[config.mk]
export PLATFORM = sky130hd
export DESIGN_NAME = gbt_link_recovery_fsm
export DESIGN_NICKNAME = d
export VERILOG_FILES = /design/src/rtl/gbt_link_recovery_fsm_pkg.sv /design/src/rtl/gbt_link_recovery_fsm_tick_gen.sv /design/src/rtl/gbt_link_recovery_fsm.sv
export SDC_FILE = /design/constraint.sdc
export NUM_CORES = 1
export LEC_CHECK = 0
export ABC_AREA = 1
export CORE_UTILIZATION = 55
export CTS_BUF_LIST = sky130_fd_sc_hd__clkbuf_4 sky130_fd_sc_hd__clkbuf_8
export DETAILED_ROUTE_END_ITERATION = 6
export GPL_ROUTABILITY_DRIVEN = 0
export PLACE_DENSITY_LB_ADDON = 0.3
export RECOVER_POWER = 25
export SYNTH_ARGS = -nofsm -noshare
export SYNTH_HDL_FRONTEND = slang
export SYNTH_SLANG_ARGS = --single-unit
[constraint.sdc]
create_clock -name clk_ik -period 3.5 [get_ports clk_ik]
set_input_delay 0.875 -clock clk_ik [delete_from_list [all_inputs] [get_ports clk_ik]]
set_output_delay 0.875 -clock clk_ik [all_outputs]
set_load 0.05 [all_outputs]
[src/rtl/gbt_link_recovery_fsm_pkg.sv]
`default_nettype none
// ============================================================================
// Module   : gbt_link_recovery_fsm_pkg
// Purpose  : Shared types and default constants for the GBT link-recovery
//            sequencer: the 3-bit state encoding (also exported to the PS
//            status register), default timing parameters and a width helper.
// Ports    : none (package)
// Revision : 1.0 - initial release
// ============================================================================
package gbt_link_recovery_fsm_pkg;

    // Codes are visible to software through state_o; do not renumber.
    typedef enum logic [2:0] {
        ST_IDLE      = 3'd0,
        ST_RESET     = 3'd1,
        ST_WAIT_LOCK = 3'd2,
        ST_WAIT_LINK = 3'd3,
        ST_LINK_UP   = 3'd4,
        ST_HOLD      = 3'd5,
        ST_FAILED    = 3'd6
    } t_gbt_recovery_state;

    localparam int unsigned C_TICK_DIVIDER     = 120000;
    localparam int unsigned C_TIMEOUT_MS       = 2400;
    localparam int unsigned C_LOCK_WAIT_MS     = 100;
    localparam int unsigned C_RST_PULSE_CYCLES = 16;
    localparam int unsigned C_MAX_RETRIES      = 8;
    localparam int unsigned C_DEBOUNCE_CYCLES  = 64;

    // Bits needed to hold values 0..max_val (at least one bit).
    function automatic int unsigned width_for(input int unsigned max_val);
        return (max_val < 2) ? 1 : $clog2(max_val + 1);
    endfunction

endpackage
`default_nettype wire

[src/rtl/gbt_link_recovery_fsm_tick_gen.sv]
`default_nettype none
// ============================================================================
// Module   : recovery_tick_gen
// Purpose  : Millisecond timebase for the recovery sequencer. A prescaler
//            produces a one-clock tick every G_TICK_DIVIDER clocks and a
//            saturating counter accumulates ticks. restart_i clears both so
//            every state begins timing from zero.
// Ports    : clk_ik    - clock
//            rstn_ir   - synchronous active-low reset
//            restart_i - clear prescaler and ms counter on this edge
//            tick_o    - high on the last prescaler clock of each period
//            ms_cnt_o  - completed ticks since the last restart
// Revision : 1.0 - initial release
// ============================================================================
module recovery_tick_gen
    import gbt_link_recovery_fsm_pkg::*;
#(
    parameter int unsigned G_TICK_DIVIDER = C_TICK_DIVIDER,
    parameter int unsigned MS_W           = 16
) (
    input  logic            clk_ik,
    input  logic            rstn_ir,
    input  logic            restart_i,
    output logic            tick_o,
    output logic [MS_W-1:0] ms_cnt_o
);

    localparam int unsigned         PRESC_W    = width_for(G_TICK_DIVIDER - 1);
    localparam logic [PRESC_W-1:0]  PRESC_LAST = PRESC_W'(G_TICK_DIVIDER - 1);

    logic [PRESC_W-1:0] presc;

    assign tick_o = (presc == PRESC_LAST);

    always_ff @(posedge clk_ik) begin
        if (!rstn_ir || restart_i) begin
            presc    <= '0;
            ms_cnt_o <= '0;
        end else if (tick_o) begin
            presc <= '0;
            // Saturate so long dwell states (LINK_UP, FAILED) never wrap.
            if (ms_cnt_o != '1) begin
                ms_cnt_o <= ms_cnt_o + 1'b1;
            end
        end else begin
            presc <= presc + 1'b1;
        end
    end

endmodule
`default_nettype wire

[src/rtl/gbt_link_recovery_fsm.sv]
`default_nettype none
// ============================================================================
// Module   : gbt_link_recovery_fsm
// Purpose  : Deterministic GBT link-recovery sequencer feeding the global
//            reset block. Pulses link_rst_o, waits for PLL lock and GBT
//            ready with per-state ms timeouts, retries a bounded number of
//            times and parks in FAILED. LOS or PS disable force HOLD.
// Ports    : clk_ik, rstn_ir (sync, active-low)
//            rx_ready_i, tx_ready_i, los_i, pll_locked_i, ps_enable_i
//            link_rst_o, link_up_o, give_up_o, retry_cnt_o[7:0], state_o[2:0]
// Options  : GBT_RECOVERY_DEBOUNCE_EN - filter ready loss in LINK_UP for
//            G_DEBOUNCE_CYCLES consecutive clocks before dropping the link.
// Revision : 1.0 - initial release
// ============================================================================
module gbt_link_recovery_fsm
    import gbt_link_recovery_fsm_pkg::*;
#(
    parameter int unsigned G_TICK_DIVIDER     = C_TICK_DIVIDER,
    parameter int unsigned G_TIMEOUT_MS       = C_TIMEOUT_MS,
    parameter int unsigned G_LOCK_WAIT_MS     = C_LOCK_WAIT_MS,
    parameter int unsigned G_RST_PULSE_CYCLES = C_RST_PULSE_CYCLES,
    parameter int unsigned G_MAX_RETRIES      = C_MAX_RETRIES,
    parameter int unsigned G_DEBOUNCE_CYCLES  = C_DEBOUNCE_CYCLES
) (
    input  logic       clk_ik,
    input  logic       rstn_ir,
    input  logic       rx_ready_i,
    input  logic       tx_ready_i,
    input  logic       los_i,
    input  logic       pll_locked_i,
    input  logic       ps_enable_i,
    output logic       link_rst_o,
    output logic       link_up_o,
    output logic       give_up_o,
    output logic [7:0] retry_cnt_o,
    output logic [2:0] state_o
);

`ifdef GBT_RECOVERY_DEBOUNCE_EN
    localparam bit DEB_EN = 1'b1;
`else
    localparam bit DEB_EN = 1'b0;
`endif
    // A one-clock filter is the same as acting on the first low sample.
    localparam int unsigned DEB_CYCLES = (DEB_EN && G_DEBOUNCE_CYCLES > 1) ? G_DEBOUNCE_CYCLES : 1;

    localparam int unsigned MS_MAX = (G_TIMEOUT_MS > G_LOCK_WAIT_MS) ? G_TIMEOUT_MS : G_LOCK_WAIT_MS;
    localparam int unsigned MS_W   = width_for(MS_MAX);
    localparam logic [MS_W-1:0] LINK_LAST = MS_W'(G_TIMEOUT_MS - 1);
    localparam logic [MS_W-1:0] LOCK_LAST = MS_W'(G_LOCK_WAIT_MS - 1);

    localparam int unsigned        PULSE_W    = width_for(G_RST_PULSE_CYCLES - 1);
    localparam logic [PULSE_W-1:0] PULSE_LAST = PULSE_W'(G_RST_PULSE_CYCLES - 1);

    t_gbt_recovery_state state, state_nxt;
    logic [7:0]          retry_cnt, retry_nxt, retry_inc;
    logic                retry_exhausted;
    logic                ready_q, los_q, pll_locked_q, ps_en_q;
    logic                restart, tick, link_lost, hold_req;
    logic                link_timeout, lock_timeout, pulse_done;
    logic [MS_W-1:0]     ms_cnt;
    logic [PULSE_W-1:0]  pulse_cnt;

    // Single register stage on all inputs; the FSM sees only these.
    always_ff @(posedge clk_ik) begin
        if (!rstn_ir) begin
            ready_q      <= 1'b0;
            los_q        <= 1'b0;
            pll_locked_q <= 1'b0;
            ps_en_q      <= 1'b0;
        end else begin
            ready_q      <= rx_ready_i | tx_ready_i;
            los_q        <= los_i;
            pll_locked_q <= pll_locked_i;
            ps_en_q      <= ps_enable_i;
        end
    end

    // Any state change restarts timing, so each state times from its entry.
    assign restart = (state_nxt != state);

    recovery_tick_gen #(
        .G_TICK_DIVIDER (G_TICK_DIVIDER),
        .MS_W           (MS_W)
    ) u_tick_gen (
        .clk_ik    (clk_ik),
        .rstn_ir   (rstn_ir),
        .restart_i (restart),
        .tick_o    (tick),
        .ms_cnt_o  (ms_cnt)
    );

    // Timeout lands on the edge exactly N*G_TICK_DIVIDER clocks after entry.
    assign link_timeout = tick && (ms_cnt == LINK_LAST);
    assign lock_timeout = tick && (ms_cnt == LOCK_LAST);
    assign pulse_done   = (pulse_cnt == PULSE_LAST);

    always_ff @(posedge clk_ik) begin
        if (!rstn_ir || restart || state != ST_RESET) begin
            pulse_cnt <= '0;
        end else begin
            pulse_cnt <= pulse_cnt + 1'b1;
        end
    end

    generate
        if (DEB_CYCLES > 1) begin : g_debounce
            localparam int unsigned      DEB_W    = width_for(DEB_CYCLES - 1);
            localparam logic [DEB_W-1:0] DEB_LAST = DEB_W'(DEB_CYCLES - 1);
            logic [DEB_W-1:0] deb_cnt;

            assign link_lost = !ready_q && (deb_cnt == DEB_LAST);

            always_ff @(posedge clk_ik) begin
                if (!rstn_ir || state != ST_LINK_UP || ready_q || link_lost) begin
                    deb_cnt <= '0;
                end else begin
                    deb_cnt <= deb_cnt + 1'b1;
                end
            end
        end else begin : g_no_debounce
            assign link_lost = !ready_q;
        end
    endgenerate

    assign retry_inc       = (retry_cnt == 8'hFF) ? retry_cnt : retry_cnt + 8'd1;
    assign retry_exhausted = (G_MAX_RETRIES != 0) && (32'(retry_inc) >= G_MAX_RETRIES);
    assign hold_req        = los_q | ~ps_en_q;

    always_comb begin
        state_nxt = state;
        retry_nxt = retry_cnt;
        if (state == ST_IDLE) begin
            state_nxt = ST_RESET;
        end else if (hold_req) begin
            // LOS/disable outranks any timeout on the same edge: no retry counted.
            state_nxt = ST_HOLD;
            if (state == ST_FAILED) begin
                retry_nxt = '0;
            end
        end else begin
            unique case (state)
                ST_RESET: begin
                    if (pulse_done) state_nxt = ST_WAIT_LOCK;
                end
                ST_WAIT_LOCK: begin
                    if (pll_locked_q) begin
                        state_nxt = ST_WAIT_LINK;
                    end else if (lock_timeout) begin
                        retry_nxt = retry_inc;
                        state_nxt = retry_exhausted ? ST_FAILED : ST_RESET;
                    end
                end
                ST_WAIT_LINK: begin
                    // Ready wins over a coincident timeout.
                    if (ready_q) begin
                        state_nxt = ST_LINK_UP;
                        retry_nxt = '0;
                    end else if (link_timeout) begin
                        retry_nxt = retry_inc;
                        state_nxt = retry_exhausted ? ST_FAILED : ST_RESET;
                    end
                end
                ST_LINK_UP: begin
                    if (link_lost) state_nxt = ST_WAIT_LINK;
                end
                ST_HOLD:   state_nxt = ST_RESET;
                ST_FAILED: state_nxt = ST_FAILED;
                default:   state_nxt = ST_IDLE;
            endcase
        end
    end

    always_ff @(posedge clk_ik) begin
        if (!rstn_ir) begin
            state     <= ST_IDLE;
            retry_cnt <= '0;
        end else begin
            state     <= state_nxt;
            retry_cnt <= retry_nxt;
        end
    end

    assign link_rst_o  = (state == ST_RESET) || (state == ST_HOLD) || (state == ST_IDLE);
    assign link_up_o   = (state == ST_LINK_UP);
    assign give_up_o   = (state == ST_FAILED);
    assign retry_cnt_o = retry_cnt;
    assign state_o     = state;

endmodule
`default_nettype wire

After elaboration in Yosys (flattened, before gate mapping)
Index checks and enable logic that the tools add are counted.
Cells by class
  bitwise logic cells: 4
  reductions and logical operators: 12
  add/sub/neg operators: 4
  equal/unequal tests: 18
  $lt $le $gt $ge: 1
  multiplexer cells: 18
Operators with widths (count)
  $mux 8: 7
  $mux 3: 9
  $pmux 3 s6: 1
  $add 17x1->17 const B: 1
  $eq 17x17->1 const B: 1
  $pmux 8 s2: 1
  $add 12x1->12 const B: 1
  $eq 12x12->1 const B: 1
  $eq 12x7->1 const B: 1
  $ne 12x12->1 const B: 1
  $eq 3x3->1 const B: 3
  $add 8x1->8 const B: 1
  $eq 8x8->1 const B: 1
  $ge 8x4->1 const B: 1
  $eq 3x2->1 const B: 2
  $ne 3x3->1 const B: 2
  $reduce_and 6->1: 1
  $add 4x1->4 const B: 1
  $eq 4x4->1 const B: 1
  $logic_or 1x1->1: 4
  $ne 4x4->1 const B: 1
  $eq 3x1->1 const B: 1
  $logic_not 3->1: 1
  $ne 3x1->1 const B: 1
  9 further kinds: 12
Word-level totals
  output and inout port bits: 14
  logic and storage cells: 66
  input bits: 7
  register bits: 48

Longest topological paths before layout
Gate-level depths: netlist (run 1).
  word-level depth: 12
  mapped depth: 20

Modules after synthesis
From an unflattened synthesis (run 1), not the netlist that was laid out.
Unflattened totals
  cells, all modules: 475
  area total of the unflattened synthesis: 2982.9 µm²
By module, submodules not included
  recovery_tick_gen: times used 1, cells an instance 264, area each 1677.9 µm²
  gbt_link_recovery_fsm: times used 1, cells an instance 211, area each 1305.0 µm²

Worst setup path after synthesis (run 1)
Ideal clock, no wire load.
  path type: reg-to-reg
  start point: register state[2], in the netlist state_o[2]
  end point: register u_tick_gen.presc[13]
  period minus slack after synthesis: 2.947 ns
  arrival: 2.885 ns
  stages on the path, launching flop included: 12
  library setup time: 0.061 ns
  path buffers: 1
  slack: 0.553 ns
  path through: dfxtp_1 inv_1 nor3_2 inv_1 o21ai_0 a21oi_4 nand3_1 nand2_1 a21oi_4 nand3_4 buf_8 nor2_4
Between the ends
  elaborated cells between the ends (all ways): 19
  classes of those cells: 7 x eq/ne; 9 x mux; 3 x reduce/logical
RTL lines
  start, declared: line gbt_link_recovery_fsm.sv:55  | t_gbt_recovery_state state, state_nxt;
  start signal, assigned: line gbt_link_recovery_fsm.sv:179  | state <= state_nxt;
  $eq 3x3->1
  net link_up_o: line gbt_link_recovery_fsm.sv:33  | output logic link_up_o,
  $pmux 3 s6: line gbt_link_recovery_fsm.sv:142  | unique case (state)
  $mux 3: line gbt_link_recovery_fsm.sv:135  | end else if (hold_req) begin
  $mux 3: line gbt_link_recovery_fsm.sv:133  | if (state == ST_IDLE) begin
  $ne 3x3->1: line gbt_link_recovery_fsm.sv:80  | assign restart = (state_nxt != state);
  $logic_or 1x1->1: line gbt_link_recovery_fsm_tick_gen.sv:36  | if (!rstn_ir || restart_i) begin
  $reduce_or 2->1 (no line)
  end signal, assigned: line gbt_link_recovery_fsm_tick_gen.sv:46  | presc <= presc + 1'b1;
  end, declared: line gbt_link_recovery_fsm_tick_gen.sv:31  | logic [PRESC_W-1:0] presc;
The timed path passes the listed nets, and every way through them passes these cells.
A chain may end at the register's enable or synchronous reset.

Worst setup path in the final report (run 1)
  start point: register state[2], in the netlist state_o[2]
  end point: output link_up_o
Between the ends
  cells in the longest elaborated chain, start to end: 1
RTL lines
  $eq 3x3->1: line gbt_link_recovery_fsm.sv:185  | assign link_up_o = (state == ST_LINK_UP);
  end, declared: line gbt_link_recovery_fsm.sv:33
Every way passes these cells.

==> results.sh, run 1 <==
export IMPL_rsz0062_at_grt="no"
export IMPL_syn_inst=374
export IMPL_worst_pin_slew_ps=552
export IMPL_drc=0
export IMPL_crit_chain="inv_1 > nor3_2 > clkdlybuf4s50_1"
export IMPL_powerDensity_nw_per_um2=401
export IMPL_max_cap_violations=0
export IMPL_antenna_left=0
export IMPL_post_drt_wl_per_cell_um=11.2
export IMPL_post_cts_buffers=0
export IMPL_fillers=421
export IMPL_dr_wl_met3_um=161
export IMPL_status="completed"
export IMPL_fp_dieH_um=72.3
export IMPL_swShare_pct=23.8
export IMPL_ys_seq_area_share_pct=35.4
export IMPL_io_pins=21
export IMPL_min_path_type="reg2reg"
export IMPL_cp_slowest_cell="clkdlybuf4s50_1"
export IMPL_nNetsFinal=410
export IMPL_synth_area_leaders="dfxtp_1, nor2_1, inv_1"
export IMPL_final_cell_mix="nor2_1, nand2_1, inv_1"
export IMPL_ys_types=36
export IMPL_numCtsBuffers=5
export IMPL_crit_type="reg2out"
export IMPL_grt_use_total_pct=21.6
export IMPL_post_place_ws_ps=867
export IMPL_crit_required_ps=2620
export IMPL_core_rowCount=25
export IMPL_worst_clock_skew_ps=11.1
export IMPL_p_int_uw=957
export IMPL_vias_per_cell=4.99
export IMPL_wl_met1_um=2460
export IMPL_setup_total_negative_slack_ps=0
export IMPL_yosys_area_top_type="dfxtp_1"
export IMPL_clock_sinks=48
export IMPL_grt_pass1_wl_um=8950
export IMPL_syn_area_um2=2720
export IMPL_pwr_share_comb_pct=11.1
export IMPL_synth_top_cell_area_share_pct=35.4
export IMPL_critPathMaxFanout=8
export IMPL_slowest_delay_ps=850
export IMPL_vias=2329
export IMPL_chipWidth_um=72.3
export IMPL_setup_viol=0
export IMPL_finalWirelength_um=5220
export IMPL_synth_seq_cells=48
export IMPL_seqPwrFrac_pct=45.4
export IMPL_register_area_um2=961
export IMPL_diodes=0
export IMPL_drt_first_pass_iters=4
export IMPL_cts_max_path_buffers=2
export IMPL_grt_max_degree=18
export IMPL_slew_violations=0
export IMPL_cts_hold_buffers=0
export IMPL_tritoncts="yes"
export IMPL_portBuffers=20
export IMPL_crit_path_start_kind="register"
export IMPL_grt_ovfl_total=0
export IMPL_endpoint_kind="output port"
export IMPL_clockRootBuffer="clkbuf_8"
export IMPL_post_route_period_util_pct=83.4
export IMPL_layout_setup_ws_ps=581
export IMPL_grt_antenna_before_repair=0
export IMPL_top_layer="met4"
export IMPL_cp_arrival_ps=2040
export IMPL_switchingPower_uw=299
export IMPL_wl_met2_um=2520
export IMPL_dieArea_um2=5230
export IMPL_initial_core_util_pct=57.5
export IMPL_ctsResizeCount=0
export IMPL_synth_net_count=385
export IMPL_drt_first_iter_violations=131
export IMPL_clkPwrFrac_pct=43.6
export IMPL_slew_limit_headroom_pct=63.0
export IMPL_fmax_mhz=343
export IMPL_multi_input_area_um2=1500
export IMPL_yosysWarningCount=0
export IMPL_htreeDepth=2
export IMPL_vdd_drop_max_uv=290
export IMPL_coreArea_um2=4720
export IMPL_syn_to_final_growth_pct=15.2
export IMPL_drive_above_1_share_pct=9.75
export IMPL_min_period_ps=2920
export IMPL_avgSynthCellArea_um2=7.27
export IMPL_grt_pass1_vias=2172
export IMPL_clkTransAtPathRegs_ps=90
export IMPL_layout_commonest_cell="nor2_1"
export IMPL_p_leak_nw=1.21
export IMPL_fin_util_pct=66.3
export IMPL_clock_latency_ps=310
export IMPL_hold_viol=0
export IMPL_dpl_hpwl_um=3870
-- per-layer routing --
layer	GRT usage, %	vias to the layer above
li1	-	1235
met1	26.0	1049
met2	38.0	40
met3	4.31	5
met4	7.84	0
met5	0	-
-- path summary, 6_finish.rpt --
| check | end | slack, ps | from | cells after the start |
|---|---|---|---|---|
| setup / recovery | link_up_o | 580 | state_o[2]$_SDFF_PN0_ | 3 |
| setup reg to reg | u_tick_gen.presc[4]$_SDFF_PP0_ | 610 | u_tick_gen.presc[0]$_SDFF_PP0_ | 13 |
| hold / removal | u_tick_gen.presc[0]$_SDFF_PP0_ | 460 | u_tick_gen.presc[0]$_SDFF_PP0_ | 1 |
| hold reg to reg | u_tick_gen.presc[0]$_SDFF_PP0_ | 460 | u_tick_gen.presc[0]$_SDFF_PP0_ | 1 |
-- kinds of logic (layout without fill, tap and decap cells) --
logic type / after synthesis / after routing / synth area share (%)
simple gates: 206 / 206 / 38.5
buf+inv: 63 / 89 / 9.16
flops: 48 / 48 / 35.4
compound gates: 27 / 27 / 6.72
xor+xnor: 25 / 25 / 8.06
fa+ha+maj: 4 / 4 / 1.84
mux: 1 / 1 / 0.368
-- critical path, delay by kind of cell (launching register included) --
| kind | cells | cell delay, ps |
|---|---|---|
| buf+inv | 2 | 1030 |
| flops | 1 | 500 |
| simple gates | 1 | 210 |
-- synthesized netlist by cell type (all sizes together) --
library cell	number
a211oi	3
a21oi	9
a31oi	4
and3	1
buf	2
clkinv	1
dfxtp	48
ha	4
inv	60
mux2i	1
nand2	64
nand3	35
nand3b	1
nand4	11
nor2	79
nor3	13
nor4	2
o21ai	7
o21bai	3
o22ai	1
xnor2	5
xor2	20
-- metrics by stage --
stage	instance area [µm²]	hold WS (ps)	cells	power, mW
after floorplan	2720	418	374	0.685
after global placement	2980	429	459	0.720
after detailed placement	2980	445	459	0.723
after CTS	3140	461	467	1.27
after global routing	3130	483	467	1.30
final	3130	457	467	1.26
-- layout make-up --
type	instances	area share (%)
repair buffers	20	6.39
clock buffers	5	2.20
well taps	67	2.68
flip-flops and latches	48	30.7
clock inverters	3	2.88
multi-input cells	263	47.8
inverters	61	7.31
-- power groups by stage --
stage / sequential [mW] / clock, mW / combinational [mW]
CTS: 0.570 / 0.559 / 0.141
floorplan: 0.602 / 0 / 0.0830
global placement: 0.582 / 0 / 0.138
global route: 0.571 / 0.581 / 0.152
detailed placement: 0.582 / 0 / 0.141
finish: 0.570 / 0.547 / 0.139
-- sequential cells by signal (all words and copies together) (netlist names) --
| register | flops |
|---|---|
| pulse_cnt | 4 |
| ps_en_q | 1 |
| u_tick_gen.ms_cnt_o | 12 |
| u_tick_gen.presc | 17 |
| retry_cnt_o | 8 |
| state_o | 3 |
| pll_locked_q | 1 |
| ready_q | 1 |
| los_q | 1 |
(Power assumes the default switching activity.)
==> run 2, diff against run 1 <==
==> constraint.sdc (replaced) <==
create_clock -name clk_ik -period 2.7 [get_ports clk_ik]
set_input_delay 0.675 -clock clk_ik [delete_from_list [all_inputs] [get_ports clk_ik]]
set_output_delay 0.675 -clock clk_ik [all_outputs]
set_load 0.05 [all_outputs]
==> run 2 against run 1 <==
  * Sequential power grew 29%
  * Flip-flop and latch count unchanged
  * Power increased by 8.5%
  * Critical path depth increased by 11
  * Worst hold slack worse by 9.0 ps
  * Highest routed layer unchanged
  * Critical endpoint is now u_tick_gen.presc[4]$_SDFF_PP0_
  * Sequential share of layout area about the same
  * Setup slack worse by 300 ps
  * Via count is 2.4% higher
  * Wire length down 1.3%
==> results.sh, run 2 (same netlist as run 1, synthesis figures left out) <==
export IMPL_crit_chain="ha_1 > nand3_2 > nor3_2 > nand2_2 > nor2_4 > o21ai_2 > o21ai_1 > nand3_1 > nand3_1 > nand2_1 > a21oi_4 > nand3_4 > buf_12 > nor2_1"
export IMPL_grt_pass1_wl_um=9020
export IMPL_post_place_ws_ps=154
export IMPL_crit_path_start_kind="register"
export IMPL_crit_required_ps=2940
export IMPL_min_path_cells=1
export IMPL_reg2regPathDepth=14
export IMPL_final_cell_mix="nor2_1, inv_1, nand2_1"
export IMPL_layout_commonest_cell="nor2_1"
export IMPL_antenna_left=0
export IMPL_slew_violations=0
export IMPL_cpMostUsedCell="nand3_1"
export IMPL_max_cap_violations=0
export IMPL_dpl_hpwl_um=3890
export IMPL_crit_type="reg2reg"
export IMPL_fillers=407
export IMPL_rsz0062_at_grt="no"
export IMPL_cp_arrival_ps=2660
export IMPL_post_route_period_util_pct=89.5
export IMPL_grt_antenna_before_repair=0
export IMPL_drt_first_pass_iters=4
export IMPL_cts_max_path_buffers=2
export IMPL_placed_cell_area_um2=3030
export IMPL_rr_endpoint="u_tick_gen.presc[4]$_SDFF_PP0_"
export IMPL_finalWirelength_um=5150
export IMPL_grt_max_degree=18
export IMPL_vdd_drop_max_uv=259
export IMPL_min_period_ps=2420
export IMPL_worst_clock_skew_ps=4.05
export IMPL_drt_first_iter_violations=180
export IMPL_setup_total_negative_slack_ps=0
export IMPL_coreArea_um2=4720
export IMPL_final_cell_area_um2=3140
export IMPL_nNetsFinal=415
export IMPL_drive_above_1_share_pct=13.1
export IMPL_layout_setup_ws_ps=283
export IMPL_critPathMaxFanout=17
export IMPL_endpoint_kind="register"
export IMPL_post_drt_wl_per_cell_um=10.9
export IMPL_slew_limit_headroom_pct=60.3
export IMPL_fmax_mhz=414
export IMPL_chipWidth_um=72.3
export IMPL_htreeDepth=2
export IMPL_hp_start="pulse_cnt[0]$_SDFF_PP0_"
export IMPL_dieArea_um2=5230
export IMPL_fp_dieH_um=72.3
export IMPL_slowest_delay_ps=370
export IMPL_drc=0
export IMPL_holdPathEnd="pulse_cnt[0]$_SDFF_PP0_"
export IMPL_cts_hold_buffers=0
export IMPL_p_leak_nw=1.22
export IMPL_diodes=0
export IMPL_worst_pin_slew_ps=598
export IMPL_clock_sinks=48
export IMPL_min_path_type="reg2reg"
export IMPL_grt_ovfl_total=0
export IMPL_regMostFlops="u_tick_gen.presc"
export IMPL_syn_to_final_growth_pct=15.6
export IMPL_portBuffers=20
export IMPL_clkTransAtPathRegs_ps=80
export IMPL_clock_latency_ps=300
export IMPL_hold_viol=0
export IMPL_vias=2385
export IMPL_worst_r2r_setup_slack_ps=280
export IMPL_io_pins=21
export IMPL_core_rowCount=25
export IMPL_tritoncts="yes"
export IMPL_powerDensity_nw_per_um2=434
export IMPL_r2r_start="u_tick_gen.presc[0]$_SDFF_PP0_"
export IMPL_largest_register_ffs=17
export IMPL_cp_slowest_cell="dfxtp_1"
export IMPL_whs_ps=448
export IMPL_grt_pass1_vias=2234
export IMPL_grt_use_total_pct=21.7
export IMPL_numCtsBuffers=5
export IMPL_fin_util_pct=66.5
export IMPL_initial_core_util_pct=57.5
export IMPL_setup_viol=0
export IMPL_status="completed"
export IMPL_clockRootBuffer="clkbuf_8"
export IMPL_vias_per_cell=5.05
## run 2: cell count changes in the layout (fill, tap and decap cells not counted), moves of 2 or more
cell / before / now
nand2_1: 60 / 58
clkinv_2: 0 / 2
dfxtp_1: 48 / 46
dfxtp_2: 0 / 2
bufinv_16: 3 / 0
nor2_1: 66 / 64
nand2_2: 4 / 6
dlygate4sd3_1: 9 / 7
buf_4: 0 / 4
clkbuf_1: 0 / 2
## run 2: repair_timing
action                                  CTS  global route
endpoints found under the setup margin    0            30
buffers inserted                          0             1
resized for setup                         0             6
## run 2: worst max-delay path: cells and delay by family (launching register included)
kind	cells	cell delay [ps]
AOI/OAI and AO/OA	3	380
adders and majority gates	1	210
buffers and inverters	1	180
DFF	1	370
and+or+nand+nor	9	1220
## run 2: metal layers
layer / share of wire (%) / GRT usage, % / routed length, µm
met1: 45 / 25.9 / 2290
met5: 0 / 0 / 0
met3: 4.4 / 5.28 / 227
met4: 1.6 / 8.50 / 80
met2: 49 / 37.5 / 2550
## run 2: through the flow
stage	power [mW]	cells
final	1.36	472
after global routing	1.42	472
after CTS	1.38	471
after detailed placement	0.945	463
after global placement	0.941	463
after floorplan	0.890	374
## run 2: how the worst max path moves through the flow
stage | startpoint | end | slack, ps | cells after the start
floorplan | state_o[1]$_SDFF_PN0_ | u_tick_gen.presc[13]$_SDFF_PP0_ | 20 | 13
global placement | u_tick_gen.presc[0]$_SDFF_PP0_ | u_tick_gen.ms_cnt_o[8]$_SDFFE_PP0P_ | 260 | 13
detailed placement | u_tick_gen.presc[0]$_SDFF_PP0_ | u_tick_gen.ms_cnt_o[1]$_SDFFE_PP0P_ | 150 | 13
CTS | state_o[2]$_SDFF_PN0_ | link_up_o | 40 | 3
global route | u_tick_gen.presc[0]$_SDFF_PP0_ | u_tick_gen.presc[2]$_SDFF_PP0_ | 30 | 16
finish | u_tick_gen.presc[0]$_SDFF_PP0_ | u_tick_gen.presc[4]$_SDFF_PP0_ | 280 | 14
## run 2: layout make-up
type	count	area, µm²	share of cell area [%]
inverters	61	229	7.29
clock buffers	6	82.6	2.63
well taps	67	83.8	2.67
multi-input cells	263	1530	48.8
repair buffers	25	240	7.65
flip-flops and latches	48	963	30.7
clock inverters	2	10.0	0.319
## run 2: report_power, final
group / switching (mW) / total, mW / internal [mW]
registers: 0.0168 / 0.738 / 0.722
clock network: 0.233 / 0.438 / 0.205
logic: 0.124 / 0.186 / 0.0623
==> run 3, diff against run 2 <==
--- a/config.mk
+++ b/config.mk
@@ -6,7 +6,9 @@
 export NUM_CORES = 1
 export LEC_CHECK = 0
 export ABC_AREA = 1
-export CORE_UTILIZATION = 55
+export CELL_PAD_IN_SITES_DETAIL_PLACEMENT = 1
+export CELL_PAD_IN_SITES_GLOBAL_PLACEMENT = 1
+export CORE_UTILIZATION = 44
 export CTS_BUF_LIST = sky130_fd_sc_hd__clkbuf_4 sky130_fd_sc_hd__clkbuf_8
 export DETAILED_ROUTE_END_ITERATION = 6
 export GPL_ROUTABILITY_DRIVEN = 0
==> run 3 against run 2 <==
  * Sequential power about the same
  * Combinational power up 6%
  * Wire length grew 23%
  * Power is 5.8% higher
  * Largest cell class unchanged
==> results.sh, run 3 (same netlist as run 1, synthesis figures left out) <==
export IMPL_clock_sinks=48
export IMPL_max_cap_violations=0
export IMPL_drt_first_pass_iters=4
export IMPL_register_area_um2=962
export IMPL_clockRootBuffer="clkbuf_8"
export IMPL_crit_path_start_kind="register"
export IMPL_clock_latency_ps=300
export IMPL_hold_viol=0
export IMPL_layout_setup_ws_ps=88.2
export IMPL_portBuffers=20
export IMPL_min_path_type="reg2reg"
export IMPL_critPathMaxFanout=8
export IMPL_final_cell_mix="nor2_1, inv_1, nand2_1"
export IMPL_vdd_drop_max_uv=190
export IMPL_cts_max_path_buffers=2
export IMPL_setup_total_negative_slack_ps=0
export IMPL_clkTransAtPathRegs_ps=90
export IMPL_vias=2422
export IMPL_powerDensity_nw_per_um2=452
export IMPL_crit_required_ps=2030
export IMPL_multi_input_area_um2=1530
export IMPL_worst_clock_skew_ps=8.50
export IMPL_post_route_period_util_pct=96.7
export IMPL_chipWidth_um=80.6
export IMPL_r2r_start="u_tick_gen.presc[0]$_SDFF_PP0_"
export IMPL_grt_max_degree=18
export IMPL_grt_antenna_before_repair=0
export IMPL_drc=0
export IMPL_placed_cell_area_um2=3050
export IMPL_final_cell_area_um2=3190
export IMPL_antenna_left=0
export IMPL_grt_use_total_pct=20.8
export IMPL_endpoint_kind="output port"
export IMPL_status="completed"
export IMPL_dpl_hpwl_um=4810
export IMPL_diodes=0
export IMPL_largest_register_ffs=17
export IMPL_worst_r2r_setup_slack_ps=200
export IMPL_holdPathEnd="u_tick_gen.presc[0]$_SDFF_PP0_"
export IMPL_worst_pin_slew_ps=507
export IMPL_fp_dieH_um=80.6
export IMPL_setup_viol=0
export IMPL_hp_start="u_tick_gen.presc[0]$_SDFF_PP0_"
export IMPL_vias_per_cell=5.02
export IMPL_post_place_ws_ps=108
export IMPL_regMostFlops="u_tick_gen.presc"
export IMPL_tritoncts="yes"
export IMPL_slew_limit_headroom_pct=66.1
export IMPL_io_pins=21
export IMPL_fillers=780
export IMPL_grt_pass1_vias=2402
export IMPL_cp_arrival_ps=1940
export IMPL_p_leak_nw=1.21
export IMPL_min_period_ps=2610
export IMPL_cts_hold_buffers=0
export IMPL_grt_ovfl_total=0
export IMPL_crit_start="state_o[2]$_SDFF_PN0_"
export IMPL_fmax_mhz=383
export IMPL_dieArea_um2=6490
export IMPL_drive_above_1_share_pct=13.3
export IMPL_htreeDepth=2
export IMPL_layout_commonest_cell="nor2_1"
export IMPL_min_path_cells=1
export IMPL_finalWirelength_um=6330
export IMPL_nNetsFinal=419
export IMPL_rr_endpoint="u_tick_gen.presc[4]$_SDFF_PP0_"
export IMPL_grt_pass1_wl_um=10600
export IMPL_slew_violations=0
export IMPL_initial_core_util_pct=45.6
export IMPL_core_rowCount=28
export IMPL_syn_to_final_growth_pct=17.3
export IMPL_post_drt_wl_per_cell_um=13.1
export IMPL_numCtsBuffers=5
export IMPL_crit_type="reg2out"
export IMPL_drt_first_iter_violations=79
export IMPL_reg2regPathDepth=16
export IMPL_coreArea_um2=5960
[run 3: cell count changes in the layout (fill, tap and decap cells not counted), moves of 2 or more]
cell             change
dlygate4sd3_1        -6
clkdlybuf4s50_1      +7
clkbuf_1             -2
buf_4                +6
clkinv_2             -2
[run 3: cell type report]
class,instances,area share [%]
inverter,61,7.18
multi-input combinational,263,48.0
timing repair buffer,29,8.63
tap,75,2.94
clock inverter,1,0.942
sequential,48,30.2
clock buffer,5,2.16
[run 3: worst max-delay path by stage]
stage | slack (ps) | endpoint | cells past startpoint
detailed placement | 110 | u_tick_gen.ms_cnt_o[7]$_SDFFE_PP0P_ | 15
floorplan | 20 | u_tick_gen.presc[13]$_SDFF_PP0_ | 13
CTS | 60 | link_up_o | 3
finish | 90 | link_up_o | 3
global placement | 240 | u_tick_gen.ms_cnt_o[10]$_SDFFE_PP0P_ | 14
global route | -50 | u_tick_gen.presc[3]$_SDFF_PP0_ | 16
[run 3: repair_timing]
item | CTS | global route
resized for setup | 0 | 3
setup buffers | 0 | 3
setup endpoints to repair | 0 | 31
[run 3: where the power goes]
group | total (mW) | switching, mW | internal, mW
clock | 0.507 | 0.240 | 0.266
combinational | 0.197 | 0.130 | 0.0664
sequential | 0.739 | 0.0171 | 0.721
total | 1.44 | 0.388 | 1.05
[run 3: worst max-delay path: stages, from the launching register on]
cell	delay [ps]
dfxtp_2	440
inv_1	180
nor3_4	190
clkdlybuf4s50_1	830
[run 3: stage by stage]
step / utilization (%) / hold slack, ps / instances / total power [mW]
after floorplan: - / 418 / 374 / 0.890
after global placement: 51.3 / 425 / 473 / 0.947
after detailed placement: 51.3 / 439 / 473 / 0.952
after CTS: 52.9 / 460 / 479 / 1.46
after global routing: 53.5 / 474 / 482 / 1.50
final: 53.5 / 457 / 482 / 1.44
[run 3: routing by layer]
layer	vias to the layer above	share of wire, %	GRT usage [%]
li1	1252	-	-
met1	1143	47	25.8
met2	21	50	36.7
met3	6	2.0	3.98
met4	0	0.87	4.64
met5	-	0	0
==> RTL edit 1, RTL diff (flow settings as in run 1) <==
Change the package constant `C_RST_PULSE_CYCLES` from 16 to 24.
--- a/src/rtl/gbt_link_recovery_fsm_pkg.sv
+++ b/src/rtl/gbt_link_recovery_fsm_pkg.sv
@@ -25,3 +25,3 @@
     localparam int unsigned C_LOCK_WAIT_MS     = 100;
-    localparam int unsigned C_RST_PULSE_CYCLES = 16;
+    localparam int unsigned C_RST_PULSE_CYCLES = 24;
     localparam int unsigned C_MAX_RETRIES      = 8;
Function: no difference found for any inputs over 10 cycles, from zero or initial values and one cycle with rstn_ir low; that may be too few to reach the edited logic, so the function may still have changed.
==> RTL edit 1 against run 1 <==
- wire length down 4.5%
- synthesized area fell by 0.23%
- power shrank 13%
- worst setup slack worse by 0.15 ns
- non-clock buffer count is 1 higher
- utilization fell by 1.2 points
- sequential cell count increased by 1
- design area fell by 1.8%
- largest power group unchanged
- highest routed layer unchanged
==> RTL edit 1: results (changes against run 1) <==
| Metric | Value |
|---|---|
| Total CTS buffers | 5 (unchanged) |
| Worst reg2reg startpoint | retry_cnt_o[1] |
| Register with the most flip-flops | u_tick_gen.presc |
| Syn. warnings | 0 (unchanged) |
| Drt total wl | 4980 microns (-4.5%) |
| Dominant cells by area after synthesis | dfxtp_1, nand2_1, nor2_1 |
| Vias | 2354 (+1.1%) |
| Min Clock Period, post-route | 3.07 ns (+0.150 ns) |
| Synth top cells by count | nand2_1, nor2_1, inv_1 |
| Overall Global Routing Usage | 0.201 (-0.0147) |
| Net Count, Synth | 386 (+0.26%) |
| Post-Syn Area per Cell | 7.23 sq um (-0.50%) |
| Max_slew headroom | 0.635 (+0.00519) |
| Status | completed |
| Crit path launch | state_o[2] |
| Skew final | 0.0142 ns (+0.00316 ns) |
| Capturing point of the worst reg2reg path | u_tick_gen.presc[3] |
| Min-Delay Path Depth | 1 (unchanged) |
| Antenna cells | 0 (unchanged) |
| WP data arrival | 2.19 ns (+0.15 ns) |
| CP max FO | 10 (+2) |
| Post-synth cell types | 31 (-14%) |
| Initial DRC Count | 75 (-43%) |
| Maximum VDD drop | 0.271 mV (-6.5%) |
| Register area share after synthesis | 0.362 (+0.00820) |
| Most common flop cell mapped by yosys | dfxtp_1 |
| HPWL Detailed | 3760 microns (-2.9%) |
| Layout cells sized above 1 | 0.0952 (-0.00226) |
| Pre-CTS setup slack | 0.799 ns (-0.0680 ns) |
| Number of global-route vias before repair | 2062 (-5.1%) |
| First-pass GRT wire length | 8400 microns (-6.1%) |
| Insertion delay to the later sink of the worst-skew pair | 0.29 ns (-0.02 ns) |
| # fillers | 432 (+2.6%) |
| Worst-path clk slew | 0.09 ns (about the same) |
| Hold path start | u_tick_gen.presc[0] |
| EDFF count, synth | 0 (unchanged) |
| R2r worst-path depth | 15 (+2) |
| Leak | 1.17 nW (-3.8%) |
| Final std cells w/o fill | 466 (-0.21%) |
| Hold_buf cts | 0 (unchanged) |
| R2R setup slack | 0.76 ns (+0.15 ns) |
[RTL edit 1: worst max-delay path by stage]
stage,depth (start not counted),endpoint
5_1_grt,3,link_up_o
3_3_place_gp,3,link_up_o
4_1_cts,3,link_up_o
6_report,3,link_up_o
3_5_place_dp,3,link_up_o
2_1_floorplan,12,u_tick_gen.presc[10]
[RTL edit 1: routing by layer]
layer	GRT usage	wire length, microns	up-vias
met3	0.0417	173	4
met2	0.355	2390	45
met4	0.0523	37	0
met5	0	0	-
met1	0.249	2380	1077
li1	-	-	1228
[RTL edit 1: area by class of cell]
class                      instances  share of cell area
multi-input combinational        260               0.477
sequential                        49               0.319
inverter                          62              0.0757
timing repair buffer              21              0.0675
tap                               67              0.0273
clock buffer                       5              0.0224
clock inverter                     2              0.0114
[RTL edit 1: metrics by stage]
stage | area, sq um | hold slack [ns]
final | 3080 | 0.450
after global routing | 3080 | 0.491
after CTS | 3080 | 0.456
after detailed placement | 2970 | 0.441
after global placement | 2970 | 0.428
after floorplan | 2710 | 0.418
[RTL edit 1: cells by family (layout without fill, tap and decap cells)]
logic type,Yosys count,after routing,synth area share
adders and majority gates,4,4,0.0185
and+or+nand+nor,203,203,0.367
buffers and inverters,66,90,0.0964
DFF,49,49,0.362
AOI/OAI and AO/OA,23,23,0.0586
muxes,1,1,0.00369
xor gates and xnor gates,29,29,0.0937
[RTL edit 1: power breakdown]
group          switching, mW  internal (mW)  total, mW
Combinational         0.0887         0.0411      0.130
Sequential            0.0118          0.567      0.579
Clock                  0.175          0.208      0.383
Total                  0.275          0.816       1.09
[RTL edit 1: worst max-delay path, stage by stage, from the launching register on]
cell	delay (ns)
dfxtp_1	0.54
inv_1	0.18
nor3_1	0.31
clkdlybuf4s50_1	0.87
==> RTL edit 2, RTL diff (config.mk and constraints of run 1) <==
Made on the original files. Put one more register stage on the output `retry_cnt_o`, cleared by the reset. The value now appears one clock later. The other outputs are not delayed to match.
--- a/src/rtl/gbt_link_recovery_fsm.sv
+++ b/src/rtl/gbt_link_recovery_fsm.sv
@@ -186,3 +186,9 @@
     assign give_up_o   = (state == ST_FAILED);
-    assign retry_cnt_o = retry_cnt;
+    always_ff @(posedge clk_ik) begin
+        if (!rstn_ir) begin
+            retry_cnt_o <= '0;
+        end else begin
+            retry_cnt_o <= retry_cnt;
+        end
+    end
     assign state_o     = state;
Behaviour: same outputs for any inputs over 10 cycles, from zero or initial values and one cycle with rstn_ir low; that may be too few to reach the edited logic, so the function may still have changed.
==> RTL edit 2 against run 1 <==
- register-to-register slack gained 0.27 ns
- synthesized area up 8.3%
- utilization decreased by 2.3 points
- die area rose by 8.1%
- power fell by 10%
- sequential cell count grew 8
- critical endpoint unchanged
- highest routed layer unchanged
- wire length decreased by 2.3%
- worst setup slack worse by 0.21 ns
- design area rose by 5.0%
==> RTL edit 2: results (changes against run 1) <==
| Metric | Value |
|---|---|
| Status | completed |
| Final Power | 1.13 mW (-10%) |
| Register area share after synthesis | 0.381 (+0.0274) |
| Overall Global Routing Usage | 0.194 (-0.0214) |
| Mux share of post-synthesis cell area | 0 (-0.00368) |
| Total CTS buffers | 5 (unchanged) |
| Top routing layer used | met4 |
| Total setup buffers inserted after CTS | 0 (unchanged) |
| Dominant cells by area after synthesis | dfxtp_1, nand2_1, inv_1 |
| CP max FO | 10 (+2) |
| Placed cell count | 487 (+6.1%) |
| Placed Area | 3200 sq um (+7.3%) |
| Post-synth ARST share | 0 (unchanged) |
| # nets final | 435 (+6.1%) |
| Crit path largest cell delay | 0.88 ns (+0.03 ns) |
| WP data arrival | 2.25 ns (+0.21 ns) |
| Via density | 4.86 (-2.6%) |
| Layout cells sized above 1 | 0.141 (+0.0437) |
| Register with the most flip-flops | u_tick_gen.presc |
| Sw Ratio | 0.244 (+0.00573) |
| Gate Count Post-Synth | 400 (+7.0%) |
| Leak | 1.31 nW (+8.1%) |
| Adder-cell share of the synthesized area | 0.0170 (-0.00141) |
| Compound-cell area share of the yosys netlist | 0.0514 (-0.0158) |
| M1 WL | 2600 microns (+5.8%) |
| Largest net degree at the start of global routing | 18 (unchanged) |
| Routing usage on met1 | 0.261 (+0.00134) |
| Initial DRC Count | 101 (-23%) |
| Pre-CTS setup slack | 0.726 ns (-0.141 ns) |
| Worst slew pin tran | 0.704 ns (+0.152 ns) |
| # H-tree levels | 2 (unchanged) |
| Sequential Power Share | 0.579 (+0.125) |
| Drt total wl | 5100 microns (-2.3%) |
| Number of global-route vias before repair | 2052 (-5.5%) |
| First-pass GRT wire length | 8500 microns (-5.0%) |
| Syn. warnings | 0 (unchanged) |
| Post-synth cell types | 31 (-14%) |
| XOR/XNOR share of the synthesized area | 0.0714 (-0.00914) |
| Synth top cells by count | nand2_1, inv_1, nor2_1 |
| Skew final | 0.00856 ns (-0.00249 ns) |
| Vias | 2404 (+3.2%) |
| Met3 wire length | 195 microns (+21%) |
| Initial antenna violation count | 0 (unchanged) |
| HPWL Detailed | 3780 microns (-2.4%) |
| Regs by FF count | u_tick_gen.presc x17, u_tick_gen.ms_cnt_o x12 |
| Routed length on met2 | 2230 microns (-12%) |
| EDFF count, synth | 0 (unchanged) |
| Clock Power | 0.373 mW (-32%) |
| Clock Tree Buf Depth | 2 (unchanged) |
| GRT met3 Usage | 0.0361 (-0.00691) |
| Net Count, Synth | 411 (+6.8%) |
| Maximum VDD drop | 0.218 mV (-25%) |
| Met2 usage | 0.314 (-0.0657) |
==> RTL edit 2: cell count changes after synthesis, moves of 4 or more <==
| cell | delta |
|---|---|
| nand2_1 | +16 |
| nor2_1 | -8 |
| dfxtp_1 | +8 |
| a21oi_2 | +5 |
| o22ai_1 | +4 |
| nand2_2 | +10 |
| nand3_1 | -5 |
==> RTL edit 2: final timing paths <==
path | startpoint | endpoint | slack (ns) | cells after the start
min | u_tick_gen.presc[0] | u_tick_gen.presc[0] | 0.45 | 1
max reg2reg | u_tick_gen.presc[0] | u_tick_gen.presc[5] | 0.88 | 15
max | state_o[2] | link_up_o | 0.37 | 3
min reg2reg | u_tick_gen.presc[0] | u_tick_gen.presc[0] | 0.45 | 1
==> RTL edit 2: area by class of cell <==
class                   instances  area (sq um)
clock buffers                   8          97.6
multi-input cells             276          1540
flip-flops and latches         56          1120
well taps                      70          87.6
inverters                      64           240
fillers                       479          1850
repair buffers                 21           204
